<file path="src/rtl/vga_text_pkg.sv">
// Shared constants and helpers for the text-mode pixel pipeline.
package vga_text_pkg;

   localparam int COLS     = 80;
   localparam int ROWS     = 30;
   localparam int PIPE_LAT = 3;

   localparam int CODE_LSB  = 0;
   localparam int FG_LSB    = 8;
   localparam int BG_LSB    = 11;
   localparam int BLINK_POS = 15;

   localparam logic [3:0] CURSOR_LINE_LO = 4'd14;
   localparam logic [3:0] CURSOR_LINE_HI = 4'd15;

   typedef struct packed {
      logic v_active;
      logic h_sync;
      logic v_sync;
   } sync_t;

   function automatic logic [3:0] expand_bit(input logic bit_v);
      return bit_v ? 4'hF : 4'h0;
   endfunction

endpackage

</file>
<file path="src/rtl/vga_sync_delay.sv">
// Synchronously reset shift register used to keep control bits aligned with the data pipe.
module vga_sync_delay #(
   parameter int WIDTH = 3,
   parameter int DEPTH = 3
) (
   input  logic             clk_i,
   input  logic             rst_i,
   input  logic [WIDTH-1:0] d_i,
   output logic [WIDTH-1:0] q_o
);

   logic [WIDTH-1:0] pipe_q [DEPTH];

   always_ff @(posedge clk_i) begin
      if (rst_i) begin
         for (int i = 0; i < DEPTH; i++) pipe_q[i] <= '0;
      end else begin
         pipe_q[0] <= d_i;
         for (int i = 1; i < DEPTH; i++) pipe_q[i] <= pipe_q[i-1];
      end
   end

   assign q_o = pipe_q[DEPTH-1];

endmodule

</file>
<file path="src/rtl/vga_text_render.sv">
// Text-mode pixel generator: char RAM -> font ROM -> colour, three cycles from address to RGB.
module vga_text_render
   import vga_text_pkg::*;
#(
   parameter int COLS      = vga_text_pkg::COLS,
   parameter int ROWS      = vga_text_pkg::ROWS,
   parameter int BLINK_BIT = 4
) (
   input  logic        vga_clk,
   input  logic        rst,
   input  logic [18:0] addr,
   input  logic        v_active,
   input  logic        h_sync,
   input  logic        v_sync,
   output logic [11:0] char_addr,
   input  logic [15:0] char_data,
   output logic [11:0] font_addr,
   input  logic [7:0]  font_data,
   input  logic [6:0]  cursor_x,
   input  logic [4:0]  cursor_y,
   input  logic        cursor_en,
   output logic [3:0]  r,
   output logic [3:0]  g,
   output logic [3:0]  b,
   output logic        hs,
   output logic        vs
);

   localparam int ROW_W = $clog2(ROWS);

   logic [ROW_W-1:0] cy_s;
   logic [6:0]       cx_s;
   logic [3:0]       line0_q, line1_q;
   logic [2:0]       px0_q, px1_q;
   logic [ROW_W-1:0] cy0_q;
   logic [6:0]       cx0_q;
   logic [2:0]       fg1_q, bg1_q;
   logic             blink1_q, cur1_q;
   sync_t            sync_in_s, sync2_s;
   logic             vs_prev_q;
   logic [4:0]       frame_q, frame_d;
   logic [3:0]       r_q, g_q, b_q, r_d, g_d, b_d;
   logic             hs_q, vs_q;
   logic             phase_s, pix_s, cursor_hit_s, unused_s;
   logic [2:0]       fg_sel_s, colour_s;

   assign cy_s = addr[10 + 4 +: ROW_W];
   assign cx_s = addr[9:3];
   // 80 columns decomposes into 64 + 16, so the multiply collapses to two shifts and an add.
   assign char_addr = (COLS == 80) ? (12'(cy_s) << 6) + (12'(cy_s) << 4) + 12'(cx_s)
                                   : 12'(cy_s * COLS) + 12'(cx_s);
   assign font_addr = {char_data[CODE_LSB +: 8], line0_q};
   assign sync_in_s = '{v_active: v_active, h_sync: h_sync, v_sync: v_sync};
   assign unused_s  = char_data[14];

   vga_sync_delay #(.WIDTH(3), .DEPTH(PIPE_LAT - 1)) u_sync_delay (
      .clk_i (vga_clk),
      .rst_i (rst),
      .d_i   (sync_in_s),
      .q_o   (sync2_s)
   );

   always_ff @(posedge vga_clk) begin
      if (rst) begin
         line0_q  <= 4'd0;  px0_q  <= 3'd0;  cy0_q <= '0;  cx0_q <= 7'd0;
         line1_q  <= 4'd0;  px1_q  <= 3'd0;  fg1_q <= 3'd0; bg1_q <= 3'd0;
         blink1_q <= 1'b0;  cur1_q <= 1'b0;
      end else begin
         line0_q  <= addr[13:10];
         px0_q    <= addr[2:0];
         cy0_q    <= cy_s;
         cx0_q    <= cx_s;
         line1_q  <= line0_q;
         px1_q    <= px0_q;
         fg1_q    <= char_data[FG_LSB +: 3];
         bg1_q    <= char_data[BG_LSB +: 3];
         blink1_q <= char_data[BLINK_POS];
         cur1_q   <= (5'(cy0_q) == cursor_y) && (cx0_q == cursor_x);
      end
   end

   assign phase_s = frame_q[BLINK_BIT];

   always_comb begin
      fg_sel_s     = fg1_q;
      pix_s        = font_data[3'd7 - px1_q];
      cursor_hit_s = cursor_en && cur1_q && !phase_s &&
                     (4'(line1_q - CURSOR_LINE_LO) <= 4'(CURSOR_LINE_HI - CURSOR_LINE_LO));
      if (blink1_q && phase_s) fg_sel_s = bg1_q;
      else                     fg_sel_s = fg1_q;
      if (cursor_hit_s) pix_s = 1'b1;
      else              pix_s = font_data[3'd7 - px1_q];
      colour_s = pix_s ? fg_sel_s : bg1_q;
      if (sync2_s.v_active) begin
         r_d = expand_bit(colour_s[2]);
         g_d = expand_bit(colour_s[1]);
         b_d = expand_bit(colour_s[0]);
      end else begin
         r_d = 4'h0;
         g_d = 4'h0;
         b_d = 4'h0;
      end
   end

   // Frame count advances on the raw v_sync falling edge.
   always_comb begin
      frame_d = frame_q;
      if (vs_prev_q && !v_sync) frame_d = frame_q + 5'd1;
      else                      frame_d = frame_q;
   end

   always_ff @(posedge vga_clk) begin
      if (rst) begin
         r_q <= 4'h0; g_q <= 4'h0; b_q <= 4'h0;
         hs_q <= 1'b0; vs_q <= 1'b0;
         vs_prev_q <= 1'b0; frame_q <= 5'd0;
      end else begin
         r_q <= r_d; g_q <= g_d; b_q <= b_d;
         hs_q <= sync2_s.h_sync; vs_q <= sync2_s.v_sync;
         vs_prev_q <= v_sync; frame_q <= frame_d;
      end
   end

   assign r  = r_q;
   assign g  = g_q;
   assign b  = b_q;
   assign hs = hs_q;
   assign vs = vs_q;

endmodule

</file>
<file path="config.mk">
export PLATFORM = sky130hd
export DESIGN_NAME = vga_text_render
export DESIGN_NICKNAME = d
export VERILOG_FILES = /design/src/rtl/vga_text_pkg.sv /design/src/rtl/vga_sync_delay.sv /design/src/rtl/vga_text_render.sv
export SDC_FILE = /design/constraint.sdc
export NUM_CORES = 1
export LEC_CHECK = 0
export CORE_MARGIN = 3
export CORE_UTILIZATION = 37
export CTS_BUF_LIST = sky130_fd_sc_hd__clkbuf_4 sky130_fd_sc_hd__clkbuf_8 sky130_fd_sc_hd__clkbuf_16
export DETAILED_ROUTE_END_ITERATION = 7
export GPL_TIMING_DRIVEN = 0
export MAX_ROUTING_LAYER = met4
export PLACE_DENSITY = 0.85
export REMOVE_ABC_BUFFERS = 1
export SYNTH_ARGS = -nofsm -noshare
export SYNTH_HDL_FRONTEND = slang
export SYNTH_SLANG_ARGS = --single-unit
</file>
<file path="constraint.sdc">
create_clock -name vga_clk -period 4.4 [get_ports vga_clk]
set_clock_uncertainty 0.1 [all_clocks]
set_input_delay 1.32 -clock vga_clk [delete_from_list [all_inputs] [get_ports vga_clk]]
set_output_delay 1.32 -clock vga_clk [all_outputs]
set_load 0.02 [all_outputs]
</file>
==> out/qor.log, run 1 <==
qor: synth.yosys.area.top_type_share 45.9%
qor: setup_path.worstSetupPathType input port to output pin
qor: finish.share_of_cells_above_drive_strength_1 15.3%
qor: die.pin_count 99
qor: die.die_height 82.0 um
qor: finish.multi_input_area 1030 um^2
qor: die.die_width 82.0 um
qor: cts.worstSkewPairLatency 0.30 ns
qor: timing.worst_slew_margin_rel 45.8%
qor: power_and_ir_drop.p_per_area 310 nW/um^2
qor: synth.synth_commonest_cells dfxtp_1 (49), nor2b_1 (38), buf_4 (21)
qor: finish.area_taken_by_flip_flops_and_latches 981 um^2
qor: drt.antenna_left 0
qor: synth.synthAdderAreaFrac 8.32%
qor: die.placement_rows 27
qor: setup_path.crit_required 2.98 ns
qor: timing.setup_ws -0.278 ns
qor: finish.nets_finish 347
qor: timing.timing.final.crit_period 4.68 ns
qor: finish.nFillCells 498
qor: timing.timing.final.crit_share 106%
qor: synth.ys_types 30
qor: setup_path.crit-reg2reg-launch line1_q[1]$_SDFF_PP0_
qor: outcome.violations_in_the_final_reports negative setup slack
qor: drt.drt_pre_antenna_iters 4
qor: power_and_ir_drop.power.static_leakage 1.21 nW
qor: cts.clockRootBuffer clkbuf_8
qor: synth.number_of_synthesized_flops_with_an_enable_pin 0
qor: drt.avgViaCountPerCell 4.56
qor: cts.clock_tree.buffer_depth 2
qor: drt.route.final.wire_length 4420 um
qor: run.max_cap_viol_count 0
qor: placement.io_buffers 81
qor: synth.share_of_synthesized_flip_flops_with_an_asynchronous_set_or_reset 0%
qor: synth.netlist_instances 204
qor: finish.antenna-diode-count 0
qor: cts.cts_inserted_buffers 5
qor: hold_path.worstHoldPathType flop to flop
qor: drt.drt_first_iter_violations 21
qor: power_and_ir_drop.vdd_drop_max 0.148 mV
qor: synth.warning_count_from_the_yosys_run 0
qor: cts.path_clk_slew 0.09 ns
qor: synth.synth.mux.area_fraction 3.98%
qor: global_routing.antenna_violations_before_repair 0
qor: setup_path.crit_path_max_fanout 2
qor: global_routing.overflow 0
qor: timing.hold_viol 0
qor: synth.yosys.area.top_type dfxtp_1
qor: global_routing.first_global_vias 1505
qor: synth.syn_area 2140 um^2
qor: timing.worst_slew_pin_tran 0.805 ns
qor: die.fp.coreArea 5540 um^2
qor: synth.ys.flop_type dfxtp_1
qor: global_routing.grt_start_max_net_pins 49
qor: drt.dr_total_vias 1577
qor: setup_path.worst_ep_arrival_time 3.26 ns
qor: cts.tritoncts done
qor: timing.report.final.setup_viol 5
qor: drt.drc 0
qor: cts.tritoncts_num_sinks 49
qor: die.initial_core_utilization 38.6%
qor: cts.cts-htree-levels 2
qor: finish.areaGrowthSynthToFinish 43.9%
qor: hold_path.hold_start u_sync_delay.pipe_q[0][4]$_SDFF_PP0_
qor: drt.wire_per_inst 12.8 um
qor: cts.holdBufCountCts 0
qor: setup_path.critical_path_endpoint_category output pin
qor: synth.total_of_flip_flops_plus_latches_after_synthesis 49
qor: synth.synth_xor_area_share 8.20%
qor: timing.fmaxAchievable 214 MHz
qor: setup_path.worst_setup_path_start_kind input port
qor: placement.detailedPlacementHpwl 3330 um
qor: die.floorplan.die_area 6720 um^2
qor: synth.combinational_family_with_the_most_area_after_synthesis simple AND/OR/NAND/NOR gates
qor: synth.syn_avg_cell_area 10.5 um^2
qor: synth.most_repeated_cell_in_the_gate_level_netlist_after_synthesis dfxtp_1
qor: timing.rsz_0062_raised_after_global_routing yes
qor: synth.synthTopCellsByArea dfxtp_1 (46%), nor2b_1 (11%), buf_4 (7.4%)
qor: synth.yosys.area_share.simple 18.8%
qor: placement.gp_congestion 0.658
qor: placement.placement.cell_area 2860 um^2
qor: global_routing.grt_pass1_wl 6840 um
qor: timing.slew_violations 0
qor: finish.post-route-cell-area 3070 um^2
qor: synth.yosysSeqAreaShare 45.9%
qor: setup_path.crit_start addr[14]
qor: synth.synth_compound_area_share 5.10%
qor: outcome.outcome finished with violations
qor: timing.hold_slack 0.341 ns
qor: global_routing.gr-usage-all-layers 13.9%
-- path summary, 6_finish.rpt --
check / endpoint / slack, ns / depth (start not counted)
min reg2reg: hs$_SDFF_PP0_ / 0.34 / 1
max reg2reg: g[2]$_SDFF_PP0_ / 2.54 / 5
min: hs$_SDFF_PP0_ / 0.34 / 1
max: char_addr[11] / -0.28 / 11
-- routing by layer --
metal  GRT usage, %  up-vias  wire (um)
met3           4.50        6        300
met1           14.1      712       1670
met2           24.5       67       2390
met5              -        -          0
met4           5.65        0         66
li1               -      792          -
-- state kept, by name, summed over array words and instances (netlist names), 3 cells and up --
register and flops:
u_sync_delay.pipe_q 6, line1_q 3, frame_q 5, bg1_q 3
cx0_q 7, px0_q 3, px1_q 3, fg1_q 3
line0_q 4, cy0_q 5
-- kinds of logic (layout without fill, tap and decap cells) --
family,after synthesis,count (layout)
and+or+nand+nor,69,69
buffers and inverters,34,104
AOI/OAI and AO/OA,15,15
muxes,4,4
xor gates and xnor gates,20,20
DFF,49,49
adders and majority gates,13,13
-- layout make-up --
type | instances | share of cell area [%]
multi-input cells | 121 | 33.5
flip-flops and latches | 49 | 31.9
repair buffers | 88 | 27.7
well taps | 72 | 2.93
clock buffers | 6 | 2.48
inverters | 8 | 1.06
clock inverters | 2 | 0.448
-- power by group --
group	switching, mW	internal [mW]
sequential	0.00863	0.462
clock	0.143	0.120
combinational	0.0940	0.126
-- worst max-delay path, stage by stage --
cell and delay (ns):
buf_8 0.08, inv_4 0.03, fa_1 0.54, inv_2 0.06, buf_6 0.11, fa_2 0.38
a21o_1 0.20, a21oi_2 0.17, nor2b_1 0.06, o21a_1 0.18, buf_6 0.13
-- what timing repair did --
item	CTS	global route
gates resized for setup	67	6
setup endpoints to repair	6	6
pin swaps	11	8
buffers inserted	6	3
-- cell usage in the layout, fill, tap and decap left out, drive strengths merged, types with 2 or more instances in the layout --
cell,n
a21o,2
a21oi,3
a32oi,3
buf,16
clkbuf,7
clkdlybuf4s50,67
dfxtp,49
dlygate4sd2,3
fa,2
ha,11
inv,9
mux2i,2
mux4,2
nand2,5
nand4,4
nand4b,3
nor2,11
nor2b,38
nor4,3
o211ai,4
xnor2,10
xor2,10
-- per-stage QoR --
step	setup TNS, ns	setup slack, ns	std cells	util, %	power (mW)
after floorplan	-0.389	-0.257	178	-	0.570
after global placement	-5.80	-1.31	331	51.6	0.672
after detailed placement	-5.95	-1.35	331	51.5	0.676
after CTS	-0.701	-0.271	345	55.2	0.960
after global routing	-1.30	-0.346	346	55.5	1.00
final	-0.938	-0.278	346	55.5	0.954
No activity file was read; power rests on OpenSTA's default activity.
==> inputs of run 2 (changes only) <==
Settings changed: CORE_UTILIZATION 37 to 44, PLACE_DENSITY 0.85 to 0.93.
Clock period 4.4 ns to 5.6 ns, I/O delays scaled along.
==> run 2 against run 1 <==
- the flow now finishes without violations
- utilization rose by 9.6 points
- sequential cell count unchanged
- combinational power decreased by 32%
- sequential share of layout area rose by 1.5 points
- register-to-register slack improved by 1.1 ns
- routed wire length is 5.2% lower
- first-iteration DRC count increased to 3.7 times the previous value
- final area shrank 4.6%
- final cell count down 7.8%
- power is 24% lower
- global-route usage is 2.0 points higher
- clock-buffer cell count up 1
- largest cell class is now registers
- largest power group unchanged
==> out/qor.log, run 2 (synthesis gave the netlist of run 1 again) <==
qor: drt.avgViaCountPerCell 4.88 [+7.0%]
qor: setup_path.cpPeakStageDelay 0.55 ns [about the same]
qor: timing.slew_violations 0 [unchanged]
qor: finish.final_common_cell clkdlybuf4s50_1
qor: setup_path.crit_required 3.82 ns [+0.84 ns]
qor: cts.post_cts.repair.setup_buffers 0 [-6]
qor: timing.rsz_0062_raised_after_global_routing yes
qor: cts.cts-htree-levels 2 [unchanged]
qor: die.die_width 75.7 um [-7.7%]
qor: drt.wire_per_inst 13.1 um [+2.8%]
qor: global_routing.overflow 0 [unchanged]
qor: power_and_ir_drop.vdd_drop_max 0.119 mV [-19%]
qor: setup_path.worst_ep_arrival_time 3.77 ns [+0.51 ns]
qor: cts.cts_inserted_buffers 5 [unchanged]
qor: cts.path_clk_slew 0.08 ns [about the same]
qor: drt.drt_first_iter_violations 77 [+270%]
qor: power_and_ir_drop.power.static_leakage 1.19 nW [-2.1%]
qor: cts.tritoncts_num_sinks 49 [unchanged]
qor: timing.hold_viol 0 [unchanged]
qor: power_and_ir_drop.fin_total_pwr 722 uW [-24%]
qor: setup_path.crit_family adder cells
qor: die.fp.coreArea 4500 um^2 [-19%]
qor: finish.share_of_cells_above_drive_strength_1 8.61% [-6.7 points]
qor: finish.leading_registers_by_flop_count cx0_q (7), u_sync_delay.pipe_q (6)
qor: drt.drt_pre_antenna_iters 4 [unchanged]
qor: power_and_ir_drop.p_per_area 246 nW/um^2 [-21%]
qor: cts.clock_tree.buffer_depth 2 [unchanged]
qor: finish.antenna-diode-count 0 [unchanged]
qor: drt.route.final.wire_length 4190 um [-5.2%]
qor: timing.worst_slew_margin_rel 41.1% [-4.7 points]
qor: finish.layout.cells.most_common_list clkdlybuf4s50_1 (70), dfxtp_1 (49), nor2b_1 (38)
qor: run.max_cap_viol_count 0 [unchanged]
qor: setup_path.worstSetupPathType input port to output pin
qor: setup_path.critical_path_endpoint_category output pin
qor: outcome.outcome finished clean
qor: setup_path.critical-path-top-cell-by-count inv_2
qor: timing.totalNegativeSetupSlack 0 ns [+0.938 ns]
qor: cts.worstSkewPairLatency 0.28 ns [-0.02 ns]
qor: setup_path.cpMaxStageDelayCell fa_1
qor: timing.report.final.setup_viol 0 [-5]
qor: global_routing.grt_start_max_net_pins 49 [unchanged]
qor: cts.tritoncts done
qor: finish.nets_finish 340 [-2.0%]
qor: die.initial_core_utilization 47.4% [+8.9 points]
qor: placement.io_buffers 81 [unchanged]
qor: finish.largest_register_by_flop_count cx0_q
qor: placement.dp_cells 311 [-6.0%]
qor: timing.fmaxAchievable 180 MHz
qor: setup_path.critical_path.cell_chain dlygate4sd2_1, inv_2, fa_1, inv_2, ha_1, a21o_1, a21oi_2, or4b_4, o2111ai_2, buf_6
qor: finish.post_layout_nonfiller_instances 319 [-7.8%]
qor: setup_path.worst_setup_path_start_kind input port
qor: global_routing.gr-usage-all-layers 15.9% [+2.0 points]
qor: timing.timing.final.crit_period 5.55 ns
qor: placement.gp_congestion 0.786 [+19%]
qor: die.floorplan.die_area 5730 um^2 [-15%]
qor: timing.timing.final.crit_share 99.2%
qor: finish.areaGrowthSynthToFinish 37.3%
qor: die.die_height 75.7 um [-7.7%]
qor: cts.clockRootBuffer clkbuf_8
qor: global_routing.grt_pass1_wl 6690 um [-2.3%]
qor: die.placement_rows 24 [-11%]
qor: global_routing.first_global_vias 1580 [+5.0%]
qor: die.pin_count 99 [unchanged]
qor: placement.detailedPlacementHpwl 3280 um [-1.2%]
qor: finish.number_of_flip_flops_in_the_largest_register 7 [unchanged]
qor: setup_path.path_buf_inv 4 [-1]
qor: drt.antenna_left 0 [unchanged]
qor: hold_path.worstHoldPathType flop to flop
qor: setup_path.crit_path_max_fanout 3 [+1]
qor: drt.dr_total_vias 1556 [-1.3%]
qor: global_routing.antenna_violations_before_repair 0 [unchanged]
qor: timing.worst_slew_pin_tran 0.875 ns [+0.0702 ns]
qor: drt.drc 0 [unchanged]
run 2: cell types whose count changed in the layout (fill, tap and decap cells not counted), sizes merged:
cell,previous run,this run
clkbuf,7,8
clkdlybuf4s15,1,0
buf,16,4
inv,9,8
clkinvlp,0,1
clkinv,1,0
clkdlybuf4s50,67,70
dlymetal6s2s,0,3
run 2: cell type report:
class | instances | area [um^2]
fillers | 381 | 1570
well taps | 52 | 65.1
repair buffers | 81 | 796
clock inverters | 1 | 7.51
clock buffers | 7 | 83.8
flip-flops and latches | 49 | 981
multi-input cells | 121 | 968
inverters | 8 | 30.0
run 2: stage by stage:
step                      utilization [%]  hold WS (ns)  setup slack, ns  area (um^2)
final                                65.1         0.338           0.0471         2930
after floorplan                         -         0.314            0.223         1960
after detailed placement             62.8         0.320           -0.847         2830
after CTS                            65.1         0.341          0.00512         2930
after global placement               62.9         0.317           -0.820         2840
after global routing                 65.1         0.359          -0.0520         2930
run 2: timing repair:
item | 4_1_cts | 5_1_grt
pin swaps | 3 | 0
resized for setup | 26 | 7
hold buffers | 0 | 0
gates cloned | 0 | 0
setup endpoints to repair | 6 | 6
run 2: path summary, 6_finish.rpt:
| path | start | endpoint | slack, ns | depth (start not counted) |
|---|---|---|---|---|
| setup / recovery | addr[14] | char_addr[10] | 0.05 | 10 |
| hold / removal | u_sync_delay.pipe_q[0][1]$_SDFF_PP0_ | u_sync_delay.pipe_q[0][4]$_SDFF_PP0_ | 0.34 | 1 |
| setup reg to reg | line1_q[1]$_SDFF_PP0_ | g[2]$_SDFF_PP0_ | 3.68 | 5 |
| hold reg to reg | u_sync_delay.pipe_q[0][1]$_SDFF_PP0_ | u_sync_delay.pipe_q[0][4]$_SDFF_PP0_ | 0.34 | 1 |
run 2: where the power goes:
group	internal (mW)	leakage [nW]	switching [mW]	total, mW
clock network	0.0981	0.0453	0.104	0.202
logic	0.0834	0.739	0.0671	0.150
registers	0.363	0.405	0.00659	0.370
run 2: layer usage:
layer | wire length (um) | GRT usage, %
met4 | 35 | 4.85
met5 | 0 | -
met1 | 1590 | 15.9
met3 | 298 | 5.01
met2 | 2270 | 29.2
run 2: worst register-to-register path: cells and delay by family, from the launching register on:
kind,cells,cell delay (ns)
DFF,1,0.32
xor gates and xnor gates,1,0.16
and+or+nand+nor,2,0.93
adders and majority gates,1,0.20
AOI/OAI and AO/OA,1,0.09
==> inputs of run 3 (changes only) <==
Settings changed: CORE_UTILIZATION 44 to 41, HOLD_SLACK_MARGIN from default to 0.12, PLACE_DENSITY 0.93 to 0.88.
Clock period 5.6 ns to 5.9 ns, I/O delays scaled along.
==> run 3 against run 2 <==
- final area grew 1.5%
- highest routed layer unchanged
- largest power group unchanged
- hold slack gained 0.0029 ns
- sequential power shrank 5%
==> out/qor.log, run 3 (synthesis gave the netlist of run 1 again) <==
qor: outcome.outcome finished clean
qor: setup_path.critical_path_endpoint_category output pin
qor: timing.setup_ws 0.119 ns [+0.0715 ns]
qor: finish.antenna-diode-count 0 [unchanged]
qor: hold_path.hold_start u_sync_delay.pipe_q[0][3]$_SDFF_PP0_
qor: setup_path.crit-reg2reg-launch line1_q[1]$_SDFF_PP0_
qor: timing.slew_violations 0 [unchanged]
qor: drt.drt_first_iter_violations 69 [-10%]
qor: placement.io_buffers 81 [unchanged]
qor: finish.largest_register_by_flop_count cx0_q
qor: drt.drc 0 [unchanged]
qor: run.max_cap_viol_count 0 [unchanged]
qor: hold_path.worstHoldPathType flop to flop
qor: global_routing.grt_start_max_net_pins 49 [unchanged]
qor: cts.cts_inserted_buffers 5 [unchanged]
qor: power_and_ir_drop.p_int 563 uW [+3.4%]
qor: setup_path.crit_start addr[15]
qor: timing.rsz_0062_raised_after_global_routing no
qor: drt.wire_per_inst 12.4 um [-5.3%]
qor: setup_path.crit_required 4.03 ns [+0.21 ns]
qor: cts.tritoncts_num_sinks 49 [unchanged]
qor: timing.timing.final.crit_period 5.78 ns
qor: setup_path.crit_path_max_fanout 3 [unchanged]
qor: cts.clockRootBuffer clkbuf_8
qor: global_routing.antenna_violations_before_repair 0 [unchanged]
qor: power_and_ir_drop.p_comb_share 19.5% [-1.3 points]
qor: global_routing.grt_pass1_wl 6870 um [+2.8%]
qor: power_and_ir_drop.swShare 23.7% [-0.85 points]
qor: global_routing.gr-usage-all-layers 14.6% [-1.3 points]
qor: power_and_ir_drop.seq_power_share 47.5% [-3.7 points]
qor: power_and_ir_drop.clockPowerShare 33.0% [+5.0 points]
qor: finish.final_common_cell clkdlybuf4s50_1
qor: finish.layout.cells.most_common_list clkdlybuf4s50_1 (73), dfxtp_1 (49), nor2b_1 (38)
qor: finish.nets_finish 340 [unchanged]
qor: setup_path.worst_setup_path_start_kind input port
qor: timing.report.final.setup_viol 0 [unchanged]
qor: placement.preCtsSetupSlack -0.723 ns [+0.124 ns]
qor: power_and_ir_drop.p_switching 175 uW [-1.3%]
qor: finish.number_of_flip_flops_in_the_largest_register 7 [unchanged]
qor: drt.route.final.wire_length 4150 um [-0.86%]
qor: timing.timing.final.crit_share 98.0%
qor: die.floorplan.die_area 6110 um^2 [+6.7%]
qor: cts.clock_tree.buffer_depth 2 [unchanged]
qor: cts.cts-htree-levels 2 [unchanged]
qor: placement.detailedPlacementHpwl 3240 um [-1.2%]
qor: power_and_ir_drop.p_per_area 248 nW/um^2 [+0.73%]
qor: cts.tritoncts done
qor: setup_path.worst_ep_arrival_time 3.91 ns [+0.14 ns]
qor: finish.areaGrowthSynthToFinish 39.3%
qor: cts.path_clk_slew 0.08 ns [about the same]
qor: finish.post_layout_nonfiller_instances 334 [+4.7%]
qor: cts.holdBufCountCts 0 [unchanged]
qor: finish.share_of_cells_above_drive_strength_1 7.87% [-0.75 points]
qor: timing.hold_viol 0 [unchanged]
qor: die.die_width 78.2 um [+3.3%]
qor: placement.dp_cells 326 [+4.8%]
qor: power_and_ir_drop.vdd_drop_max 0.136 mV [+14%]
qor: drt.drt_pre_antenna_iters 4 [unchanged]
qor: die.placement_rows 25 [+4.2%]
qor: placement.gp_congestion 0.799 [+1.7%]
qor: die.initial_core_utilization 43.8% [-3.6 points]
qor: drt.antenna_left 0 [unchanged]
qor: timing.worst_slew_pin_tran 0.778 ns [-0.0974 ns]
qor: drt.dr_total_vias 1555 [-0.064%]
qor: cts.worstSkewPairLatency 0.30 ns [+0.02 ns]
qor: cts.post_cts.repair.setup_buffers 0 [unchanged]
qor: power_and_ir_drop.power.static_leakage 1.18 nW [-1.1%]
qor: drt.avgViaCountPerCell 4.66 [-4.6%]
qor: finish.leading_registers_by_flop_count cx0_q (7), u_sync_delay.pipe_q (6)
qor: global_routing.first_global_vias 1574 [-0.38%]
qor: die.die_height 78.2 um [+3.3%]
qor: setup_path.worstSetupPathType input port to output pin
qor: die.fp.coreArea 4880 um^2 [+8.3%]
qor: timing.fmaxAchievable 173 MHz
qor: global_routing.overflow 0 [unchanged]
qor: timing.worst_slew_margin_rel 47.7% [+6.6 points]
qor: die.pin_count 99 [unchanged]
run 3: cell types whose count changed in the layout (fill, tap and decap cells not counted):
| cell | change |
|---|---|
| dlymetal6s2s_1 | -3 |
| dlygate4sd2_1 | +1 |
| clkdlybuf4s50_1 | +3 |
| clkbuf_2 | -1 |
| inv_1 | +1 |
| clkbuf_8 | +1 |
| clkbuf_4 | -2 |
| inv_2 | -1 |
| bufinv_16 | +1 |
run 3: cell type report:
type                       count  area [um^2]
multi-input combinational    121          968
sequential                    49          981
inverter                       8         30.0
tap                           67         83.8
fill                         413         1900
timing repair buffer          81          792
clock inverter                 2         37.5
clock buffer                   6         82.6
run 3: what timing repair did:
item	in CTS	in global routing
pin swaps	4	0
gates resized for setup	26	1
setup endpoints to repair	6	1
run 3: final timing paths:
path / cells past startpoint / end / slack [ns]
max: 5 / char_addr[6] / 0.12
min: 1 / vs$_SDFF_PP0_ / 0.34
max reg2reg: 5 / r[2]$_SDFF_PP0_ / 4.06
min reg2reg: 1 / vs$_SDFF_PP0_ / 0.34
run 3: critical path, stage by stage:
cell and delay, ns:
clkdlybuf4s50_1 0.52, ha_1 0.25, ha_1 0.23, fa_2 0.53, clkdlybuf4s50_1 0.62
run 3: stage by stage:
| stage | total power [mW] | TNS (ns) | hold slack [ns] | cell area (um^2) | utilization [%] |
|---|---|---|---|---|---|
| 6_report | 0.738 | 0 | 0.341 | 2980 | 61.0 |
| 2_1_floorplan | 0.425 | 0 | 0.314 | 1960 | - |
| 3_3_place_gp | 0.500 | -2.16 | 0.317 | 2850 | 58.5 |
| 5_1_grt | 0.774 | 0 | 0.358 | 2980 | 61.0 |
| 4_1_cts | 0.747 | 0 | 0.343 | 2980 | 61.1 |
| 3_5_place_dp | 0.503 | -2.24 | 0.323 | 2850 | 58.4 |
run 3: power groups by stage:
stage               clock, mW  sequential (mW)  combinational [mW]
global route            0.265            0.353               0.157
CTS                     0.249            0.351               0.147
detailed placement          0            0.359               0.144
floorplan                   0            0.361              0.0638
global placement            0            0.358               0.142
finish                  0.243            0.351               0.144
run 3: metal layers:
layer | global-route usage (%) | wire length (um) | vias to the layer above
met5 | - | 0 | -
met4 | 5.94 | 43 | 0
met3 | 4.47 | 350 | 8
met2 | 27.0 | 2290 | 68
met1 | 14.2 | 1470 | 701
li1 | - | - | 778
